$ cat config.mk
export PLATFORM = sky130hd
export DESIGN_NAME = apb_cmd_master
export DESIGN_NICKNAME = d
export VERILOG_FILES = /design/src/rtl/apb_cmd_master.sv
export SDC_FILE = /design/constraint.sdc
export NUM_CORES = 1
export LEC_CHECK = 0
export BUFFER_PORTS_ARGS = -buffer_cell sky130_fd_sc_hd__buf_2
export CAP_MARGIN = 20
export CORE_MARGIN = 1.5
export CORE_UTILIZATION = 55
export CTS_CLUSTER_DIAMETER = 50
export DETAILED_ROUTE_END_ITERATION = 8
export GPL_ROUTABILITY_DRIVEN = 0
export PLACE_DENSITY = 0.77
export SYNTH_ARGS = -nofsm -noshare
export SYNTH_HDL_FRONTEND = slang
export SYNTH_SLANG_ARGS = --single-unit
$ cat constraint.sdc
create_clock -name PCLK -period 5.25 [get_ports PCLK]
set_clock_uncertainty 0.2 [all_clocks]
set_input_delay 0.2625 -clock PCLK [delete_from_list [all_inputs] [get_ports PCLK]]
set_output_delay 0.2625 -clock PCLK [all_outputs]
set_load 0.005 [all_outputs]
$ cat src/rtl/apb_cmd_master.sv
// Fabric-side APB3 initiator: queues commands in a small FIFO, runs them in order
// as SETUP/ACCESS transfers and returns one response per command over valid/ready.
`timescale 1ns/1ps
module apb_cmd_master #(
   parameter int ADDR_W     = 32,
   parameter int FIFO_DEPTH = 4,
   parameter int TIMEOUT    = 0
) (
   input  logic              PCLK,
   input  logic              PRESET,
   input  logic              cmd_valid,
   output logic              cmd_ready,
   input  logic              cmd_write,
   input  logic [ADDR_W-1:0] cmd_addr,
   input  logic [31:0]       cmd_wdata,
   output logic              rsp_valid,
   input  logic              rsp_ready,
   output logic              rsp_write,
   output logic [31:0]       rsp_rdata,
   output logic              rsp_err,
   output logic              busy,
   output logic              PSEL,
   output logic              PENABLE,
   output logic              PWRITE,
   output logic [ADDR_W-1:0] PADDR,
   output logic [31:0]       PWDATA,
   input  logic [31:0]       PRDATA,
   input  logic              PREADY,
   input  logic              PSLVERR
);

   localparam int PTR_W = $clog2(FIFO_DEPTH);
   localparam logic [PTR_W:0] FULL_CNT = (PTR_W+1)'(FIFO_DEPTH);
   localparam logic [31:0] TMO_LAST = (TIMEOUT == 0) ? 32'd0 : 32'(TIMEOUT - 1);

   localparam logic [1:0] ST_IDLE   = 2'd0;
   localparam logic [1:0] ST_SETUP  = 2'd1;
   localparam logic [1:0] ST_ACCESS = 2'd2;

   logic [ADDR_W-1:0] fifo_addr  [FIFO_DEPTH];
   logic              fifo_write [FIFO_DEPTH];
   logic [31:0]       fifo_wdata [FIFO_DEPTH];

   logic [PTR_W-1:0]  wr_ptr_reg, rd_ptr_reg;
   logic [PTR_W:0]    count_reg;
   logic              ready_en_reg;
   logic [1:0]        state_reg;
   logic [31:0]       tmo_cnt_reg;

   logic              psel_reg, penable_reg, pwrite_reg;
   logic [ADDR_W-1:0] paddr_reg;
   logic [31:0]       pwdata_reg;
   logic              rsp_valid_reg, rsp_write_reg, rsp_err_reg;
   logic [31:0]       rsp_rdata_reg;

   logic push, pop;

   // ready_en_reg keeps cmd_ready low through reset and for the edge that ends it
   assign cmd_ready = ready_en_reg && (count_reg != FULL_CNT);
   assign push      = cmd_valid && cmd_ready;
   // a response being accepted this cycle frees the single response slot
   assign pop       = (state_reg == ST_IDLE) && (count_reg != '0) &&
                      (!rsp_valid_reg || rsp_ready);

   assign busy      = (count_reg != '0) || (state_reg != ST_IDLE) || rsp_valid_reg;
   assign PSEL      = psel_reg;
   assign PENABLE   = penable_reg;
   assign PWRITE    = pwrite_reg;
   assign PADDR     = paddr_reg;
   assign PWDATA    = pwdata_reg;
   assign rsp_valid = rsp_valid_reg;
   assign rsp_write = rsp_write_reg;
   assign rsp_rdata = rsp_rdata_reg;
   assign rsp_err   = rsp_err_reg;

   always_ff @(posedge PCLK) begin
      if (push) begin
         fifo_addr[wr_ptr_reg]  <= cmd_addr;
         fifo_write[wr_ptr_reg] <= cmd_write;
         fifo_wdata[wr_ptr_reg] <= cmd_wdata;
      end
   end

   always_ff @(posedge PCLK) begin
      if (PRESET) begin
         wr_ptr_reg   <= '0;
         rd_ptr_reg   <= '0;
         count_reg    <= '0;
         ready_en_reg <= 1'b0;
      end else begin
         ready_en_reg <= 1'b1;
         if (push) wr_ptr_reg <= wr_ptr_reg + 1'b1;
         if (pop)  rd_ptr_reg <= rd_ptr_reg + 1'b1;
         if (push && !pop)      count_reg <= count_reg + 1'b1;
         else if (pop && !push) count_reg <= count_reg - 1'b1;
      end
   end

   always_ff @(posedge PCLK) begin
      if (PRESET) begin
         state_reg     <= ST_IDLE;
         tmo_cnt_reg   <= '0;
         psel_reg      <= 1'b0;
         penable_reg   <= 1'b0;
         pwrite_reg    <= 1'b0;
         paddr_reg     <= '0;
         pwdata_reg    <= '0;
         rsp_valid_reg <= 1'b0;
         rsp_write_reg <= 1'b0;
         rsp_rdata_reg <= '0;
         rsp_err_reg   <= 1'b0;
      end else begin
         if (rsp_valid_reg && rsp_ready) rsp_valid_reg <= 1'b0;
         case (state_reg)
            ST_IDLE: begin
               if (pop) begin
                  paddr_reg  <= fifo_addr[rd_ptr_reg];
                  pwrite_reg <= fifo_write[rd_ptr_reg];
                  pwdata_reg <= fifo_write[rd_ptr_reg] ? fifo_wdata[rd_ptr_reg] : 32'd0;
                  psel_reg   <= 1'b1;
                  state_reg  <= ST_SETUP;
               end
            end
            ST_SETUP: begin
               penable_reg <= 1'b1;
               tmo_cnt_reg <= '0;
               state_reg   <= ST_ACCESS;
            end
            ST_ACCESS: begin
               if (PREADY) begin
                  rsp_valid_reg <= 1'b1;
                  rsp_write_reg <= pwrite_reg;
                  rsp_rdata_reg <= pwrite_reg ? 32'd0 : PRDATA;
                  rsp_err_reg   <= PSLVERR;
                  psel_reg      <= 1'b0;
                  penable_reg   <= 1'b0;
                  state_reg     <= ST_IDLE;
               end else if ((TIMEOUT != 0) && (tmo_cnt_reg == TMO_LAST)) begin
                  rsp_valid_reg <= 1'b1;
                  rsp_write_reg <= pwrite_reg;
                  rsp_rdata_reg <= 32'd0;
                  rsp_err_reg   <= 1'b1;
                  psel_reg      <= 1'b0;
                  penable_reg   <= 1'b0;
                  state_reg     <= ST_IDLE;
               end else begin
                  tmo_cnt_reg <= tmo_cnt_reg + 32'd1;
               end
            end
            default: state_reg <= ST_IDLE;
         endcase
      end
   end

endmodule

==> results of run 1 <==
## cell usage after synthesis, drive strengths merged
library cell  instances
nand4                 1
nand3                32
ha                    5
nand3b                1
nor3b                32
and3                  1
and2                  4
clkbuf               35
inv                   7
or3                   2
a21oi               102
nor2                 43
o311a                 1
or3b                  1
or4                   1
nand2b                2
fa                    1
o31a                  1
edfxtp              260
o21ai                 1
xor2                  3
dfxtp               114
xnor2                 2
nand2               100
mux4                 65
buf                  23
mux2i                 4
## layer usage
layer | up-vias | part of all wire [%] | routed length [um]
met1 | 4010 | 39 | 11300
met3 | 62 | 5.1 | 1480
li1 | 3762 | - | -
met4 | 0 | 2.7 | 775
met2 | 246 | 53 | 15500
met5 | - | 0 | 0
## logic make-up (layout without fill, tap and decap cells)
logic type                 after synthesis  in the layout  synth area share (%)
AOI/OAI and AO/OA                      105            105                  4.44
xor gates and xnor gates                 5              5                 0.319
adders and majority gates                6              6                 0.601
buffers and inverters                   65            390                  2.44
DFF                                    374            374                  73.4
muxes                                   69             69                  10.9
other                                    0              1                     0
and+or+nand+nor                        220            220                  7.81
## final cells by class
cell class | instances | area (um^2)
Inverter | 7 | 31.3
Tap cell | 324 | 405
Fill cell | 1589 | 7200
Sequential cell | 374 | 10100
Clock inverter | 18 | 145
Timing Repair Buffer | 311 | 2090
Antenna cell | 1 | 2.50
Multi-Input combinational cell | 405 | 3320
Clock buffer | 54 | 1090
## placed cells by master, fill, tap and decap left out, types with 3 or more instances in the layout
cell type	synthesis	routed
ha_1	5	5
buf_4	3	6
a21oi_2	20	20
nand2_2	20	20
and2_4	0	4
buf_2	15	205
nor2_1	43	43
a21oi_1	82	82
inv_1	6	6
mux2i_1	4	4
dlygate4sd3_1	0	99
clkbuf_1	35	11
dfxtp_2	0	4
clkbuf_16	0	41
clkinv_2	0	9
nand2_1	80	80
xor2_1	3	3
nand3_1	32	32
mux4_2	65	65
dfxtp_1	114	110
edfxtp_1	260	260
clkinv_1	0	4
nor3b_1	32	32
## worst reg2reg max path: stages (launching register included)
cell and delay (ns):
dfxtp_1 0.36, or3_1 0.41, and3_2 0.23, inv_6 0.49, ha_1 0.33, inv_1 0.07, fa_1 0.40, xor2_1 0.19
or3_1 0.32, a21oi_1 0.13
## repair_timing
action                                 in CTS  in global routing
hold buffers                               99                  0
resized for setup                           0                  0
endpoints found under the hold margin     296                  0
## stage by stage
| step | util [%] | instances |
|---|---|---|
| floorplan | - | 844 |
| global placement | 61.2 | 1321 |
| detailed placement | 61.3 | 1322 |
| CTS | 70.5 | 1493 |
| global route | 70.5 | 1494 |
| finish | 70.5 | 1494 |
## where the power goes
group          leakage, nW  internal, mW  total (mW)  switching, mW
logic                 2.31         0.795        1.84           1.05
registers             3.29          3.48        3.74          0.259
clock network        0.611          1.56        2.64           1.07
## worst min-delay path by stage
stage | endpoint | cells after the start | startpoint
floorplan | fifo_addr[0][0]$_DFFE_PP_ | 0 | cmd_addr[0]
CTS | rsp_rdata[9]$_SDFFE_PP0P_ | 4 | PRDATA[9]
finish | rsp_rdata[9]$_SDFFE_PP0P_ | 4 | PRDATA[9]
detailed placement | PENABLE$_SDFFE_PP0P_ | 2 | PENABLE$_SDFFE_PP0P_
global route | rsp_rdata[9]$_SDFFE_PP0P_ | 4 | PRDATA[9]
global placement | PENABLE$_SDFFE_PP0P_ | 2 | PENABLE$_SDFFE_PP0P_
==> results by group, run 1 <==
Placed design
  • Pre-CTS setup slack: ~2.1 ns
  • Placed cell area: about 15000 um^2
  • Final HPWL DP: around 16000 um
  • Number of port buffers: 206

Worst hold path
  • HP Class: in2reg

STA
  • RSZ-0062 raised after global routing: false
  • Final setup viols: 0
  • Relative max-transition margin: a little under a third
  • Tmin final: roughly 3.2 ns
  • TNS Setup: 0 ns
  • Max-slew violation count: 0
  • WHS: 0.00813 ns
  • Final hold violations: 0
  • Setup ws final: a little over 2 ns
  • Fmax: around 310 MHz
  • Period utilization: around 60%
  • Worst Tran Pin Value: approximately 1.0 ns

Setup path
  • Worst setup path category: reg2reg
  • Crit end category: register
  • Worst path most repeated cell: or3_1
  • Max stage delay cell, worst path: inv_6
  • Critical path buffers and inverters: 2
  • CP Depth: 9
  • Crit path capture: count_reg[2]$_SDFFE_PP0P_
  • Cells along the critical path: or3_1 > and3_2 > inv_6 > ha_1 > inv_1 > fa_1 > xor2_1 > or3_1 > a21oi_1
  • R2R depth: 9
  • Crit-path max FO: 68
  • Startpoint types: register
  • Critical Path RT: between 5 and 6 ns
  • R2R Setup Slk: 2.05 ns
  • FF-to-FF End: count_reg[2]$_SDFFE_PP0P_
  • CP max stage delay: ~0.49 ns
  • CP Launch Point: count_reg[0]$_SDFFE_PP0P_
  • Worst path top cell family by delay: simple AND/OR/NAND/NOR gates
  • Crit path arrival time: 3.44 ns
  • Reg2reg start: count_reg[0]$_SDFFE_PP0P_

Synthesis
  • Top cells by area, synth: edfxtp_1, dfxtp_1, mux4_2
  • Top cell type's share of synthesized area: 56.8%
  • Yosys top cell by area: edfxtp_1
  • Count of cell types in the netlist: 34
  • Warnings from Yosys: 0
  • Yosys reg bits: approximately 370
  • Syn Nets: between 900 and 1000
  • Synthesized instance count: approximately 840
  • Syn Std Cell Area: roughly 14000 um^2
  • Mean Syn Cell Area: 16.3 um^2
  • Sequential fraction of the synthesis area: 73.4%

Final layout
  • Final #Nets: approximately 1200
  • Layout area overhead: 25.1%
  • Largest registers: fifo_addr: 128 flops, fifo_wdata: 128 flops
  • Layout cells sized above 1: 32.9%
  • Cell area after layout: between 15000 and 20000 um^2

Die
  • # rows: 57
  • I/O pin count: between 200 and 250
  • Die ar.: 25900 um^2
  • DIE WIDTH: ~160 um
  • Chip height: 161 um
  • Core Area: ~24000 um^2
  • Initial Utilization: 56.3%

Clock tree
  • CTS buffer count: 40
  • Post-CTS Setup Repair Bufs: 0
  • Bufs on Longest Clock Path: 3
  • H-tree depth: 2
  • Clk_lat worst skew: around 0.52 ns
  • CTS Root Cell: clkbuf_16
  • # clock sinks: 374
  • Clock-pin slew on the worst setup and hold paths: 0.06 ns
  • CTS tree: done

Drt
  • Vias/cell: 5.41
  • Detailed-router iteration count before antenna repair: 5
  • Initial DRC Count: 641
  • Drt wl/cell: between 15 and 20 um
  • DRC Markers: 0
  • Routed Wire Length: ~29000 um
  • DRT antenna net count: 0
  • Via count: a little over 8000

Power and ir drop
  • Cell Pwr Density: approximately 480 nW/um^2
  • VDD IR max: between 0.5 and 0.6 mV
  • Final Power: 8.22 mW
  • Leak: between 6 and 7 nW

Global route
  • Initial antenna violation count: 1
  • Met1 Usage GRT: 27.6%
  • M2 GR Usage: 40.7%
  • Number of global-route vias before repair: roughly 8500
  • Global-route wire length before repair: 45300 um
  • Total Routing Usage GR: a little under a quarter
  • Top Usage Layer GRT: met2
  • Global Route met3 Usage: around 4.2%
  • Largest net degree at the start of global routing: 82
  • Gr ovfl total: 0

Job
  • Max-cap violations: 0

Status
  • Status: completed
No activity file was read; power rests on OpenSTA's default activity.
==> inputs of run 2 (changes only) <==
--- a/config.mk
+++ b/config.mk
@@ -8,11 +8,11 @@
 export BUFFER_PORTS_ARGS = -buffer_cell sky130_fd_sc_hd__buf_2
 export CAP_MARGIN = 20
 export CORE_MARGIN = 1.5
-export CORE_UTILIZATION = 55
+export CORE_UTILIZATION = 51
 export CTS_CLUSTER_DIAMETER = 50
 export DETAILED_ROUTE_END_ITERATION = 8
 export GPL_ROUTABILITY_DRIVEN = 0
-export PLACE_DENSITY = 0.77
+export PLACE_DENSITY = 0.76
 export SYNTH_ARGS = -nofsm -noshare
 export SYNTH_HDL_FRONTEND = slang
 export SYNTH_SLANG_ARGS = --single-unit
==> constraint.sdc (replaced) <==
create_clock -name PCLK -period 2.7 [get_ports PCLK]
set_clock_uncertainty 0.2 [all_clocks]
set_input_delay 0.135 -clock PCLK [delete_from_list [all_inputs] [get_ports PCLK]]
set_output_delay 0.135 -clock PCLK [all_outputs]
set_load 0.005 [all_outputs]
==> results by group, run 2 (synthesized netlist as in run 1, its figures left out) <==
Status
  • Status: completed

Power and ir drop
  • Final Power: roughly 17 mW
  • Cell Pwr Density: between 900 and 1000 nW/um^2
  • Leak: roughly 6.4 nW
  • VDD IR max: 0.657 mV

Final layout
  • Layout area overhead: 28.1%
  • Layout cells sized above 1: 34.1%
  • Commonest cells after routing, fill and taps aside: edfxtp_1, buf_2, dfxtp_1
  • Largest registers: fifo_addr: 128 flops, fifo_wdata: 128 flops
  • Most common library cell in the layout ignoring fill and taps: edfxtp_1
  • Final #Nets: 1269

Die
  • Chip height: 167 um
  • # rows: slightly below 60
  • Initial Utilization: 52.3%
  • Die ar.: between 20000 and 30000 um^2
  • I/O pin count: slightly above 200
  • Core Area: about 26000 um^2
  • DIE WIDTH: 167 um

Setup path
  • Crit-path max FO: 4
  • CP Depth: 9
  • Worst setup path category: reg2reg
  • Worst path most repeated cell: or3_1
  • Crit path arrival time: ~2.7 ns
  • R2R depth: 9
  • Crit end category: register
  • CP max stage delay: 0.40 ns
  • Startpoint types: register
  • R2R Setup Slk: about 0.22 ns
  • Worst path top cell family by delay: simple AND/OR/NAND/NOR gates
  • Critical Path RT: a little under 3 ns
  • Max stage delay cell, worst path: or3_1
  • Cells along the critical path: or3_1 > and3_2 > inv_6 > ha_1 > inv_1 > fa_1 > xor2_1 > or3_1 > a21oi_1
  • Critical path buffers and inverters: 2

Clock tree
  • CTS buffer count: approximately 40
  • H-tree depth: 2
  • Bufs on Longest Clock Path: 3
  • Clock-pin slew on the worst setup and hold paths: 0.05 ns
  • # clock sinks: ~370
  • Clk_lat worst skew: between 0.5 and 0.6 ns
  • CTS Root Cell: clkbuf_16
  • Post-CTS Setup Repair Bufs: 0
  • CTS tree: done

Global route
  • Number of global-route vias before repair: ~8600
  • Global-route wire length before repair: 46900 um
  • Total Routing Usage GR: 21.7%
  • Largest net degree at the start of global routing: between 60 and 70
  • Gr ovfl total: 0
  • Initial antenna violation count: 3

Drt
  • Via count: around 8300
  • Initial DRC Count: about 700
  • Detailed-router iteration count before antenna repair: 5
  • Vias/cell: between 5 and 6
  • DRC Markers: 0
  • Routed Wire Length: roughly 30000 um
  • Drt wl/cell: approximately 20 um
  • DRT antenna net count: 0

STA
  • Final setup viols: 0
  • Period utilization: between 90% and 100%
  • Tmin final: between 2 and 2.5 ns
  • Worst Tran Pin Value: between 0.9 and 1 ns
  • RSZ-0062 raised after global routing: false
  • Max-slew violation count: 0
  • TNS Setup: 0 ns
  • Relative max-transition margin: 35.4%
  • Final hold violations: 0
  • Fmax: slightly above 400 MHz

Placed design
  • Number of port buffers: slightly above 200
  • Final HPWL DP: 16800 um

Worst hold path
  • HP Class: in2reg
  • Hold-critical path depth: 5

Job
  • Max-cap violations: 0
## run 2: routing by layer
metal / GRT usage, % / part of all wire, % / vias to the layer above
li1: - / - / 3807
met1: 27.6 / 41 / 4123
met2: 37.0 / 50 / 284
met3: 3.81 / 5.3 / 84
met4: 9.17 / 3.8 / 0
met5: 0 / 0 / -
## run 2: where the power goes
| group | leakage (nW) | switching [mW] | internal (mW) |
|---|---|---|---|
| clock network | 0.666 | 2.18 | 3.37 |
| registers | 3.29 | 0.319 | 6.76 |
| logic | 2.44 | 2.25 | 1.62 |
## run 2: layout make-up
type,instances,area [um^2]
clock inverters,21,226
well taps,335,419
repair buffers,331,2360
flip-flops and latches,374,10100
clock buffers,54,1140
multi-input cells,405,3320
inverters,7,31.3
diodes,3,7.51
fillers,1792,8680
## run 2: repair_timing
| item | 4_1_cts | 5_1_grt |
|---|---|---|
| endpoints found under the hold margin | 309 | 0 |
| hold buffers | 101 | 0 |
| resized for setup | 0 | 0 |
## run 2: final timing paths
path,startpoint,to
max,count_reg[2]$_SDFFE_PP0P_,count_reg[2]$_SDFFE_PP0P_
min,cmd_valid,wr_ptr_reg[0]$_SDFFE_PP0P_
max reg2reg,count_reg[2]$_SDFFE_PP0P_,count_reg[2]$_SDFFE_PP0P_
min reg2reg,PENABLE$_SDFFE_PP0P_,PENABLE$_SDFFE_PP0P_
## run 2: metrics by stage
step	instances	utilization [%]	cell area (um^2)	hold WS, ns	worst slack (ns)
finish	1530	67.0	17600	0.0448	0.217
floorplan	844	-	13700	0.0339	0.0738
global route	1530	67.0	17600	0.0609	0.109
global placement	1351	57.9	15200	0.148	0.253
CTS	1527	67.0	17600	0.0206	0.212
detailed placement	1351	57.9	15200	0.153	0.229
## run 2: tightest hold or removal path, delay by kind of cell
kind,cells,cell delay (ns)
buf+inv,2,0.26
compound gates,1,0.13
simple gates,1,0.04
xor+xnor,1,0.14
==> inputs of run 3 (changes only) <==
--- a/config.mk
+++ b/config.mk
@@ -5,7 +5,7 @@
 export SDC_FILE = /design/constraint.sdc
 export NUM_CORES = 1
 export LEC_CHECK = 0
-export BUFFER_PORTS_ARGS = -buffer_cell sky130_fd_sc_hd__buf_2
+export BUFFER_PORTS_ARGS = -buffer_cell sky130_fd_sc_hd__clkbuf_2
 export CAP_MARGIN = 20
 export CORE_MARGIN = 1.5
 export CORE_UTILIZATION = 51
==> results by group, run 3 (synthesized netlist as in run 1, its figures left out) <==
Clock tree
  • H-tree depth: 2
  • CTS tree: done
  • Clk_lat worst skew: ~0.52 ns
  • # clock sinks: 374
  • Clock-pin slew on the worst setup and hold paths: ~0.06 ns
  • Post-CTS Resized: 0
  • CTS Root Cell: clkbuf_16
  • Bufs on Longest Clock Path: 3
  • CTS buffer count: 40

Drt
  • DRC Markers: 0
  • Vias/cell: 5.43
  • Routed Wire Length: ~30000 um
  • Detailed-router iteration count before antenna repair: 6
  • DRT antenna net count: 0
  • Via count: 8416
  • Drt wl/cell: between 15 and 20 um
  • Initial DRC Count: 683

Power and ir drop
  • Leak: ~6.4 nW
  • Cell Pwr Density: 910 nW/um^2
  • Final Power: approximately 16 mW
  • VDD IR max: about 0.68 mV

Placed design
  • Number of port buffers: about 200
  • Final HPWL DP: around 16000 um
  • Pre-CTS setup slack: about 0.19 ns

STA
  • Max-slew violation count: 0
  • Tmin final: about 2.5 ns
  • TNS Setup: 0 ns
  • Final setup viols: 0
  • Fmax: just under 400 MHz
  • Worst Tran Pin Value: around 1 ns
  • Setup ws final: 0.177 ns
  • RSZ-0062 raised after global routing: false
  • Relative max-transition margin: between 30% and 40%
  • Period utilization: about 93%
  • Final hold violations: 0

Final layout
  • Commonest cells after routing, fill and taps aside: edfxtp_1, clkbuf_2, dlygate4sd3_1
  • Filler cells: roughly 1800
  • Fin util: between 60% and 70%
  • Layout area overhead: 28.7%
  • Final #Nets: 1292
  • Number of antenna repair diodes: 0
  • Largest registers: fifo_addr: 128 flops, fifo_wdata: 128 flops
  • Layout cells sized above 1: approximately a third
  • Most common library cell in the layout ignoring fill and taps: edfxtp_1

Die
  • I/O pin count: 207
  • Core Area: ~26000 um^2
  • Die ar.: approximately 28000 um^2
  • # rows: 59
  • DIE WIDTH: roughly 170 um
  • Initial Utilization: between 50% and 60%
  • Chip height: roughly 170 um

Global route
  • Gr ovfl total: 0
  • Global-route wire length before repair: 48200 um
  • Total Routing Usage GR: 22.2%
  • Largest net degree at the start of global routing: a little under 70
  • Initial antenna violation count: 0
  • Number of global-route vias before repair: between 8000 and 9000

Setup path
  • Worst setup path category: reg2reg
  • Crit path arrival time: roughly 2.8 ns
  • Critical Path RT: 2.94 ns
  • Crit-path max FO: 4
  • Startpoint types: register
  • Crit end category: register

Job
  • Max-cap violations: 0

Status
  • Status: completed

Worst hold path
  • HP Class: in2reg
[run 3: cell count changes in the layout (fill, tap and decap cells not counted), sizes merged]
cell / delta
inv: +1
clkinvlp: +1
clkbuf: +206
diode: -3
clkinv: -2
buf: -208
dlygate4sd3: +27
bufinv: -3
[run 3: timing repair]
item,4_1_cts,5_1_grt
hold endpoints to repair,305,0
setup buffers,0,0
setup endpoints to repair,0,0
hold buffers,128,0
[run 3: per-layer routing]
metal	global-route usage, %	part of all wire [%]	vias to the layer above
li1	-	-	3855
met1	27.3	39	4151
met2	38.8	51	324
met3	4.21	6.1	86
met4	8.74	3.4	0
met5	0	0	-
[run 3: area by class of cell]
cell class / count / area (um^2) / share of cell area, %
Sequential cell: 374 / 10100 / 57.1
Clock inverter: 18 / 131 / 0.743
Timing Repair Buffer: 355 / 2580 / 14.6
Clock buffer: 55 / 1100 / 6.21
Multi-Input combinational cell: 405 / 3320 / 18.8
Tap cell: 335 / 419 / 2.37
Inverter: 7 / 31.3 / 0.177
[run 3: worst paths after layout]
check / start / to / slack [ns] / depth (start not counted)
setup / recovery: count_reg[2]$_SDFFE_PP0P_ / count_reg[2]$_SDFFE_PP0P_ / 0.18 / 9
hold / removal: cmd_wdata[17] / fifo_wdata[3][17]$_DFFE_PP_ / 0.18 / 2
setup reg to reg: count_reg[2]$_SDFFE_PP0P_ / count_reg[2]$_SDFFE_PP0P_ / 0.18 / 9
hold reg to reg: PENABLE$_SDFFE_PP0P_ / PENABLE$_SDFFE_PP0P_ / 0.24 / 2
[run 3: power breakdown]
group          internal (mW)  leakage (nW)  switching [mW]
clock                   2.96         0.596            2.13
sequential              6.76          3.29           0.389
combinational           1.64          2.54            2.21
total                   11.4          6.43            4.73
[run 3: through the flow]
step	area, um^2	std cells	hold slack [ns]
4_1_cts	17700	1549	0.149
3_5_place_dp	15200	1348	0.155
3_3_place_gp	15200	1348	0.151
6_report	17700	1549	0.176
2_1_floorplan	13700	844	0.0339
5_1_grt	17700	1549	0.163
[run 3: critical path: stages, from the launching register on]
cell and delay, ns:
dfxtp_1 0.33, or3_1 0.42, and3_2 0.23, inv_6 0.05
ha_1 0.17, inv_1 0.06, fa_1 0.37, xor2_1 0.17
or3_1 0.31, a21oi_1 0.14
